$ cat src/rtl/exception_ctrl_if.sv
// Decode-stage to exception-unit bundle: decoder flags and IRQ in,
// redirect/flush pulses and system-register read data out.
interface exception_ctrl_if #(
  parameter int DW = 64
) ();
  logic          InstrValid;
  logic [DW-1:0] PC_D;
  logic          NotAnInstr;
  logic          InconBranch;
  logic          ERet;
  logic          ExtIRQ;
  logic [1:0]    SysRegSel;
  logic          Exc;
  logic [DW-1:0] ExcPC;
  logic          ERetTaken;
  logic [DW-1:0] ELR;
  logic [3:0]    ESR;
  logic          InHandler;
  logic          IRQAck;
  logic [DW-1:0] SysRegData;

  // Decoder / pipeline side
  modport master (
    output InstrValid, PC_D, NotAnInstr, InconBranch, ERet, ExtIRQ, SysRegSel,
    input  Exc, ExcPC, ERetTaken, ELR, ESR, InHandler, IRQAck, SysRegData
  );

  // Exception unit side
  modport slave (
    input  InstrValid, PC_D, NotAnInstr, InconBranch, ERet, ExtIRQ, SysRegSel,
    output Exc, ExcPC, ERetTaken, ELR, ESR, InHandler, IRQAck, SysRegData
  );
endinterface

$ cat src/rtl/exception_ctrl.sv
// Exception unit: captures ELR/ESR, redirects fetch to the vector, performs
// ERET, synchronises the external IRQ and serves MRS system-register reads.
module exception_ctrl #(
  parameter int            DW          = 64,
  parameter logic [DW-1:0] VECTOR_ADDR = 64'h0000_0000_0000_00D8,
  parameter int            SYNC_STAGES = 2
) (
  input logic             clk,
  input logic             reset,
  exception_ctrl_if.slave bus
);

  localparam logic [3:0] ESR_UNDEF = 4'b0001;
  localparam logic [3:0] ESR_BRANCH = 4'b0010;
  localparam logic [3:0] ESR_IRQ = 4'b0100;
  localparam logic [3:0] ESR_ERET = 4'b1000;

  typedef enum logic [1:0] {
    ST_IDLE    = 2'b00,
    ST_TAKE    = 2'b01,
    ST_HANDLER = 2'b10,
    ST_RET     = 2'b11
  } state_t;

  state_t                 state_r;
  logic [SYNC_STAGES-1:0] sync_r;
  logic                   irq_d_r;
  logic                   pending_r;
  logic [DW-1:0]          elr_r;
  logic [DW-1:0]          excpc_r;
  logic [3:0]             esr_r;
  logic                   exc_r;
  logic                   eret_taken_r;
  logic                   irq_ack_r;
  logic                   in_handler_r;

  logic                   irq_s;
  logic                   irq_rise_s;
  logic [3:0]             hit_code_s;
  logic                   accept_s;
  logic [DW-1:0]          sys_rd_s;

  assign irq_s      = sync_r[SYNC_STAGES-1];
  assign irq_rise_s = irq_s & ~irq_d_r;

  // Exception source selection in IDLE; decoder flags only count with a valid instruction
  always_comb begin
    hit_code_s = 4'b0000;
    if (bus.InstrValid && bus.NotAnInstr) begin
      hit_code_s = ESR_UNDEF;
    end else if (bus.InstrValid && bus.InconBranch) begin
      hit_code_s = ESR_BRANCH;
    end else if (bus.InstrValid && bus.ERet) begin
      hit_code_s = ESR_ERET;
    end else if (pending_r) begin
      hit_code_s = ESR_IRQ;
    end else begin
      hit_code_s = 4'b0000;
    end
    accept_s = (state_r == ST_IDLE) && (hit_code_s == ESR_IRQ);
  end

  // IRQ synchroniser, edge detector and pending latch (a new edge wins over acceptance)
  always_ff @(posedge clk or negedge reset) begin
    if (!reset) begin
      sync_r    <= {SYNC_STAGES{1'b0}};
      irq_d_r   <= 1'b0;
      pending_r <= 1'b0;
    end else begin
      sync_r    <= {sync_r[SYNC_STAGES-2:0], bus.ExtIRQ};
      irq_d_r   <= irq_s;
      pending_r <= irq_rise_s | (pending_r & ~accept_s);
    end
  end

  // Exception FSM with registered pulses and syndrome/link registers
  always_ff @(posedge clk or negedge reset) begin
    if (!reset) begin
      state_r      <= ST_IDLE;
      elr_r        <= {DW{1'b0}};
      esr_r        <= 4'b0000;
      excpc_r      <= {DW{1'b0}};
      exc_r        <= 1'b0;
      eret_taken_r <= 1'b0;
      irq_ack_r    <= 1'b0;
      in_handler_r <= 1'b0;
    end else begin
      case (state_r)
        ST_IDLE: begin
          exc_r        <= 1'b0;
          eret_taken_r <= 1'b0;
          irq_ack_r    <= 1'b0;
          if (hit_code_s != 4'b0000) begin
            state_r   <= ST_TAKE;
            exc_r     <= 1'b1;
            elr_r     <= bus.PC_D;
            esr_r     <= hit_code_s;
            excpc_r   <= VECTOR_ADDR;
            irq_ack_r <= accept_s;
          end
        end
        ST_TAKE: begin
          exc_r        <= 1'b0;
          irq_ack_r    <= 1'b0;
          in_handler_r <= 1'b1;
          state_r      <= ST_HANDLER;
        end
        ST_HANDLER: begin
          if (bus.InstrValid && bus.ERet) begin
            state_r      <= ST_RET;
            eret_taken_r <= 1'b1;
            excpc_r      <= elr_r;
          end
        end
        ST_RET: begin
          eret_taken_r <= 1'b0;
          in_handler_r <= 1'b0;
          esr_r        <= 4'b0000;
          state_r      <= ST_IDLE;
        end
        default: begin
          state_r      <= ST_IDLE;
          exc_r        <= 1'b0;
          eret_taken_r <= 1'b0;
          irq_ack_r    <= 1'b0;
          in_handler_r <= 1'b0;
        end
      endcase
    end
  end

  // MRS read mux
  always_comb begin
    sys_rd_s = {DW{1'b0}};
    case (bus.SysRegSel)
      2'b00:   sys_rd_s = elr_r;
      2'b01:   sys_rd_s = {{(DW-4){1'b0}}, esr_r};
      2'b10:   sys_rd_s = {{(DW-2){1'b0}}, pending_r, in_handler_r};
      2'b11:   sys_rd_s = {DW{1'b0}};
      default: sys_rd_s = {DW{1'b0}};
    endcase
  end

  assign bus.Exc        = exc_r;
  assign bus.ExcPC      = excpc_r;
  assign bus.ERetTaken  = eret_taken_r;
  assign bus.ELR        = elr_r;
  assign bus.ESR        = esr_r;
  assign bus.InHandler  = in_handler_r;
  assign bus.IRQAck     = irq_ack_r;
  assign bus.SysRegData = sys_rd_s;

endmodule

$ cat src/flat_wrapper.sv
// flat-port wrapper written by rule: the top's interface ports become plain ports
module exception_ctrl_flat 
#(
  parameter int            DW          = 64,
  parameter logic [DW-1:0] VECTOR_ADDR = 64'h0000_0000_0000_00D8,
  parameter int            SYNC_STAGES = 2
)
  (clk, reset, bus_InstrValid, bus_PC_D, bus_NotAnInstr, bus_InconBranch, bus_ERet, bus_ExtIRQ, bus_SysRegSel, bus_Exc, bus_ExcPC, bus_ERetTaken, bus_ELR, bus_ESR, bus_InHandler, bus_IRQAck, bus_SysRegData);
  exception_ctrl_if #(.DW(DW)) bus_i ();
  input logic clk;
  input logic reset;
  input wire logic [$bits(bus_i.InstrValid)-1:0] bus_InstrValid;
  input wire logic [$bits(bus_i.PC_D)-1:0] bus_PC_D;
  input wire logic [$bits(bus_i.NotAnInstr)-1:0] bus_NotAnInstr;
  input wire logic [$bits(bus_i.InconBranch)-1:0] bus_InconBranch;
  input wire logic [$bits(bus_i.ERet)-1:0] bus_ERet;
  input wire logic [$bits(bus_i.ExtIRQ)-1:0] bus_ExtIRQ;
  input wire logic [$bits(bus_i.SysRegSel)-1:0] bus_SysRegSel;
  output wire logic [$bits(bus_i.Exc)-1:0] bus_Exc;
  output wire logic [$bits(bus_i.ExcPC)-1:0] bus_ExcPC;
  output wire logic [$bits(bus_i.ERetTaken)-1:0] bus_ERetTaken;
  output wire logic [$bits(bus_i.ELR)-1:0] bus_ELR;
  output wire logic [$bits(bus_i.ESR)-1:0] bus_ESR;
  output wire logic [$bits(bus_i.InHandler)-1:0] bus_InHandler;
  output wire logic [$bits(bus_i.IRQAck)-1:0] bus_IRQAck;
  output wire logic [$bits(bus_i.SysRegData)-1:0] bus_SysRegData;
  assign bus_i.InstrValid = bus_InstrValid;
  assign bus_i.PC_D = bus_PC_D;
  assign bus_i.NotAnInstr = bus_NotAnInstr;
  assign bus_i.InconBranch = bus_InconBranch;
  assign bus_i.ERet = bus_ERet;
  assign bus_i.ExtIRQ = bus_ExtIRQ;
  assign bus_i.SysRegSel = bus_SysRegSel;
  assign bus_Exc = bus_i.Exc;
  assign bus_ExcPC = bus_i.ExcPC;
  assign bus_ERetTaken = bus_i.ERetTaken;
  assign bus_ELR = bus_i.ELR;
  assign bus_ESR = bus_i.ESR;
  assign bus_InHandler = bus_i.InHandler;
  assign bus_IRQAck = bus_i.IRQAck;
  assign bus_SysRegData = bus_i.SysRegData;
  exception_ctrl #(.DW(DW), .VECTOR_ADDR(VECTOR_ADDR), .SYNC_STAGES(SYNC_STAGES)) u_core (.clk(clk), .reset(reset), .bus(bus_i));
endmodule
$ cat config.mk
export PLATFORM = sky130hd
export DESIGN_NAME = exception_ctrl_flat
export DESIGN_NICKNAME = d
export VERILOG_FILES = /design/src/rtl/exception_ctrl_if.sv /design/src/rtl/exception_ctrl.sv /design/src/flat_wrapper.sv
export SDC_FILE = /design/constraint.sdc
export NUM_CORES = 1
export LEC_CHECK = 0
export BUFFER_PORTS_ARGS = -buffer_cell sky130_fd_sc_hd__buf_2
export CAP_MARGIN = 20
export CORE_UTILIZATION = 47
export CTS_CLUSTER_DIAMETER = 40
export DETAILED_ROUTE_END_ITERATION = 16
export GPL_TIMING_DRIVEN = 0
export PLACE_DENSITY = 0.92
export SLEW_MARGIN = 30
export SYNTH_ARGS = -nofsm -noshare
export SYNTH_HDL_FRONTEND = slang
export SYNTH_SLANG_ARGS = --single-unit
$ cat constraint.sdc
create_clock -name clk -period 2 [get_ports clk]
set_input_delay 0.3 -clock clk [delete_from_list [all_inputs] [get_ports clk]]
set_output_delay 0.3 -clock clk [all_outputs]
set_load 0.01 [all_outputs]
==> impl.org <==
** Clocking
- For the worst-skew pair, the clock arrives at the later sink with an insertion delay of 0.42 ns.
- TritonCTS built the clock tree.
- The number of clock buffers added by TritonCTS is 17.
- The root buffer cell chosen for the clock tree is sky130_fd_sc_hd__clkbuf_16.
- After clock tree synthesis, the clock-pin slew on the worst setup and hold paths is 0.06 ns.
- # H-tree levels :: 4
- Clock Sink Count :: 142
- The longest clock path from root to sink contains 2 buffers.

** Setup path
- For the worst setup path, the data arrival time is 2.22 ns.
- At the worst endpoint, the required time is 2.35 ns.
- Kind of launch point of the worst setup path :: register
- The critical path is of the reg2reg type.
- Reg-to-reg endpoint :: u_core.bus.ExcPC[22]
- STA classifies the critical path endpoint as a register.
- Depth of the most critical reg-to-reg path :: 6
- In this run the worst path has a maximum fanout of 10.
- Start of the worst register-to-register path :: u_core.state_r[0]
- Reg-to-reg slack, setup :: 0.14 ns

** Logic synthesis
- The synthesized netlist devotes 8.61% of its cell area to simple gates.
- Leading area contributor after synthesis :: sky130_fd_sc_hd__dfrtp_1
- Area fraction in compound gates after synthesis :: 12.0%
- The Yosys step of the flow raised 0 warnings.
- Total of flip-flops plus latches after synthesis :: 142
- Commonest register cell after synthesis :: sky130_fd_sc_hd__dfrtp_1
- Counting every net in the synthesized netlist gives 490.
- Sequential area share after synthesis :: 61.4%
- Post-synth ARST share :: 100%
- By area, the combinational part of the netlist is dominated by multiplexers.
- In this run the biggest area consumer among cell types represents 61.4% of the synthesized area.
- Average cell area after synthesis :: 14.0 sq um
- Top cells by instance count after synthesis :: 142 x sky130_fd_sc_hd__dfrtp_1, 61 x sky130_fd_sc_hd__a22o_1, 60 x sky130_fd_sc_hd__and2_1, 49 x sky130_fd_sc_hd__mux2_1, 18 x sky130_fd_sc_hd__mux2_2
- The synthesized netlist devotes 0.865% of its cell area to adder and majority cells.
- The mapped netlist covers 5790 sq um.
- By area the synthesized netlist is led by sky130_fd_sc_hd__dfrtp_1 61%, sky130_fd_sc_hd__mux2_1 9.5%, sky130_fd_sc_hd__a22o_1 9.2%.
- After synthesis, the netlist uses 35 different library cells.
- Library cell with the highest instance count after synthesis :: sky130_fd_sc_hd__dfrtp_1
- Proportion of synthesized area in mux cells :: 13.7%
- Number of enable-type register cells in the synthesized netlist :: 0
- Syn Inst Count :: 413
- Of the total synthesized cell area, the portion taken by XOR and XNOR cells is 0%.

** Min path
- The min-delay analysis places its worst path in the category in2reg.
- End of the worst hold path :: u_core.bus.ELR[28]
- The worst hold path passes through 2 cells.
- The worst hold path begins at bus_PC_D[28].

** GRT
- Number of global-route vias before repair :: 4,593
- Number of antenna violations at the first check in global routing :: 1
- For this run, the total global-route usage over all layers was measured as 26.3%.
- The first global-routing pass estimated 25.0 mm of wire.
- Entering global routing, the biggest net connects 74 pins.
- Summed over all layers, the global routing overflow is 0.

** Pwr
- Clock network fraction of design power :: 20.5%
- Ratio of total power to cell area :: 1750 nW/um^2
- Net switching power :: 5.24 mW
- Across the VDD grid, the largest voltage drop is 0.867 mV.
- Internal power comes to 8.69 mW.
- In this run, flip-flops and latches consume 38.9% of the power.
- Static Leakage :: 4.28 nW
- Per report_power, the combinational group accounts for 40.6% of the total.
- Net switching is 37.6% of the power.

** Detailed routing
- Vias :: 4,642
- After detailed routing, the wire length on met1 is 6.67 mm.
- Number of iterations in the first detailed-routing pass :: 4
- After detailed routing, the met2 layer carries 8.21 mm of wire.
- The routed design has 16.3 mm of wire.
- Routed met3 length :: 917 um
- After detailed routing, the number of vias per cell comes to 5.38.
- DRC violation count after routing :: 0
- Number of nets with antenna violations after detailed routing :: 0
- In the final routed layout, each cell accounts on average for 18.9 um.
- In this run, the number of DRC markers left after iteration 0 of detailed routing was 253.
- The highest metal layer carrying signal wires in the routed design is met4.

** Timing
- In the finished design, the share of the clock period the worst path needs comes to 93.2%.
- For the pin with the worst max-slew slack, the measured transition is 0.589 ns.
- Static timing analysis puts the maximum clock frequency at 536 MHz.
- Adding up every negative setup slack in the final design gives 0 ns.
- Subtracting the final worst setup slack from the clock period gives 1.86 ns.
- The max-slew violation count was 0.
- RSZ-0062 raised after global routing :: no
- Tightest slew margin relative to the limit :: 60.4%
- Number of setup violations in the final report :: 0
- Clock tree skew after final layout :: 0.00468 ns
- Count of endpoints failing hold in the final timing report :: 0

** Die
- Starting density of the core :: 48.2%
- The initialized floorplan defines 40 standard-cell rows.
- Die Ht :: 113 um
- Floorplan die area :: 12,800 sq um
- The region available for standard cell placement spans 12,000 sq um.
- During I/O placement, the number of pins put on the boundary was 273.
- The floorplan step set the die width to 113 um.

** Cells and area
- Count of nets after finishing :: 782
- Filler cell count in the final layout :: 877
- Ratio of cells with drive above 1 in the final layout :: 48.6%
- Relative to the synthesized area, the layout overhead comes to 37.2%.
- Non-Filler Instances :: 863
- Diodes inserted :: 0

** Flow run
- Max-cap violations :: 0

** Placed design
- Detailed placement ended at an HPWL of 11.6 mm.
- Buffers placed on the I/O ports in this run total 271.
- Placer's final routability congestion estimate :: 0.847
- Cell count after placement :: 832

** Run status
- The flow ran to the end, and the final reports show no timing, DRC or antenna violations.
[metal layers]
| layer | vias up | track usage (%) |
|---|---|---|
| met5 | - | 0 |
| met4 | 0 | 12.4 |
| met3 | 28 | 6.53 |
| met2 | 214 | 45.5 |
| met1 | 2330 | 31.1 |
| li1 | 2070 | - |
[cell families (layout without fill, tap and decap cells)]
kind of cell    after synthesis  count (layout)
simple gates                 82              82
compound gates               82              82
buf+inv                      32             335
mux                          71              71
fa+ha+maj                     4               4
flops                       142             142
[cell type report]
class,count,area [sq um],area share [%]
inverters,5,18.8,0.236
multi-input cells,239,2050,25.8
plain buffers,26,188,2.36
well taps,147,184,2.32
clock inverters,7,37.5,0.473
flip-flops and latches,142,3550,44.8
repair buffers,274,1410,17.8
clock buffers,23,498,6.27
[repair_timing]
action                                 in CTS  in global routing
hold buffers                                2                  0
setup endpoints to repair                 100                101
resized for setup                           8                  9
endpoints found under the hold margin      73                  0
setup buffers                               0                  0
[worst max-delay path, stage by stage (launching register included)]
cell and delay, ns:
sky130_fd_sc_hd__dfrtp_1 0.39, sky130_fd_sc_hd__inv_1 0.08, sky130_fd_sc_hd__ha_1 0.29, sky130_fd_sc_hd__or2_2 0.37, sky130_fd_sc_hd__o211ai_4 0.17, sky130_fd_sc_hd__buf_2 0.31
sky130_fd_sc_hd__a22o_1 0.18
[power by group through the flow]
stage,Sequential (mW),Combinational (mW),Clock (mW)
final,5.41,5.66,2.85
after CTS,5.40,5.70,2.90
after global placement,5.29,5.47,0
after floorplan,5.79,2.68,0
after detailed placement,5.40,5.66,0
after global routing,5.58,6.08,3.02
[stage by stage]
step,worst slack (ns),hold slack (ns),area [sq um],utilization (%),power (mW)
4_1_cts,-0.0771,0.0730,7930,66.0,14.0
5_1_grt,0.0152,0.0800,7940,66.1,14.7
2_1_floorplan,0.424,0.00441,5790,-,8.47
3_5_place_dp,-0.0903,0.302,7360,61.3,11.1
6_report,0.135,0.0886,7940,66.1,13.9
3_3_place_gp,-1.13,0.335,7330,61.0,10.8
[registers in the layout, summed over array words and instances, names as in the netlist]
name	count
u_core.bus.ELR	64
u_core.bus.ERetTaken	1
u_core.bus.ESR	4
u_core.bus.Exc	1
u_core.bus.ExcPC	64
u_core.bus.IRQAck	1
u_core.bus.InHandler	1
u_core.irq_d_r	1
u_core.pending_r	1
u_core.state_r	2
u_core.sync_r	2
[placed cells by master (no fill, tap or decap), drive strengths merged, types with 2 or more instances in the layout]
master,count
inv,5
o21ai,4
clkbuf,36
mux2i,4
dfrtp,142
a21oi,4
a22o,61
nand2,4
nor2b,2
dlygate4sd3,2
nor2,6
o22a,5
nand3,2
buf,285
nand2b,3
clkinv,6
and2,60
ha,4
mux2,67
[how the worst max path moves through the flow]
stage / startpoint / endpoint / slack, ns / cells after the start
detailed placement: u_core.state_r[0] / u_core.bus.ExcPC[62] / -0.09 / 6
CTS: bus_SysRegSel[0] / bus_SysRegData[34] / -0.08 / 5
global route: bus_SysRegSel[0] / bus_SysRegData[24] / 0.02 / 5
global placement: reset / u_core.bus.ELR[10] / -1.13 / 1
floorplan: u_core.state_r[0] / u_core.bus.ESR[1] / 0.42 / 5
finish: u_core.state_r[0] / u_core.bus.ExcPC[22] / 0.14 / 6
Power figures use the tool's default switching activity.
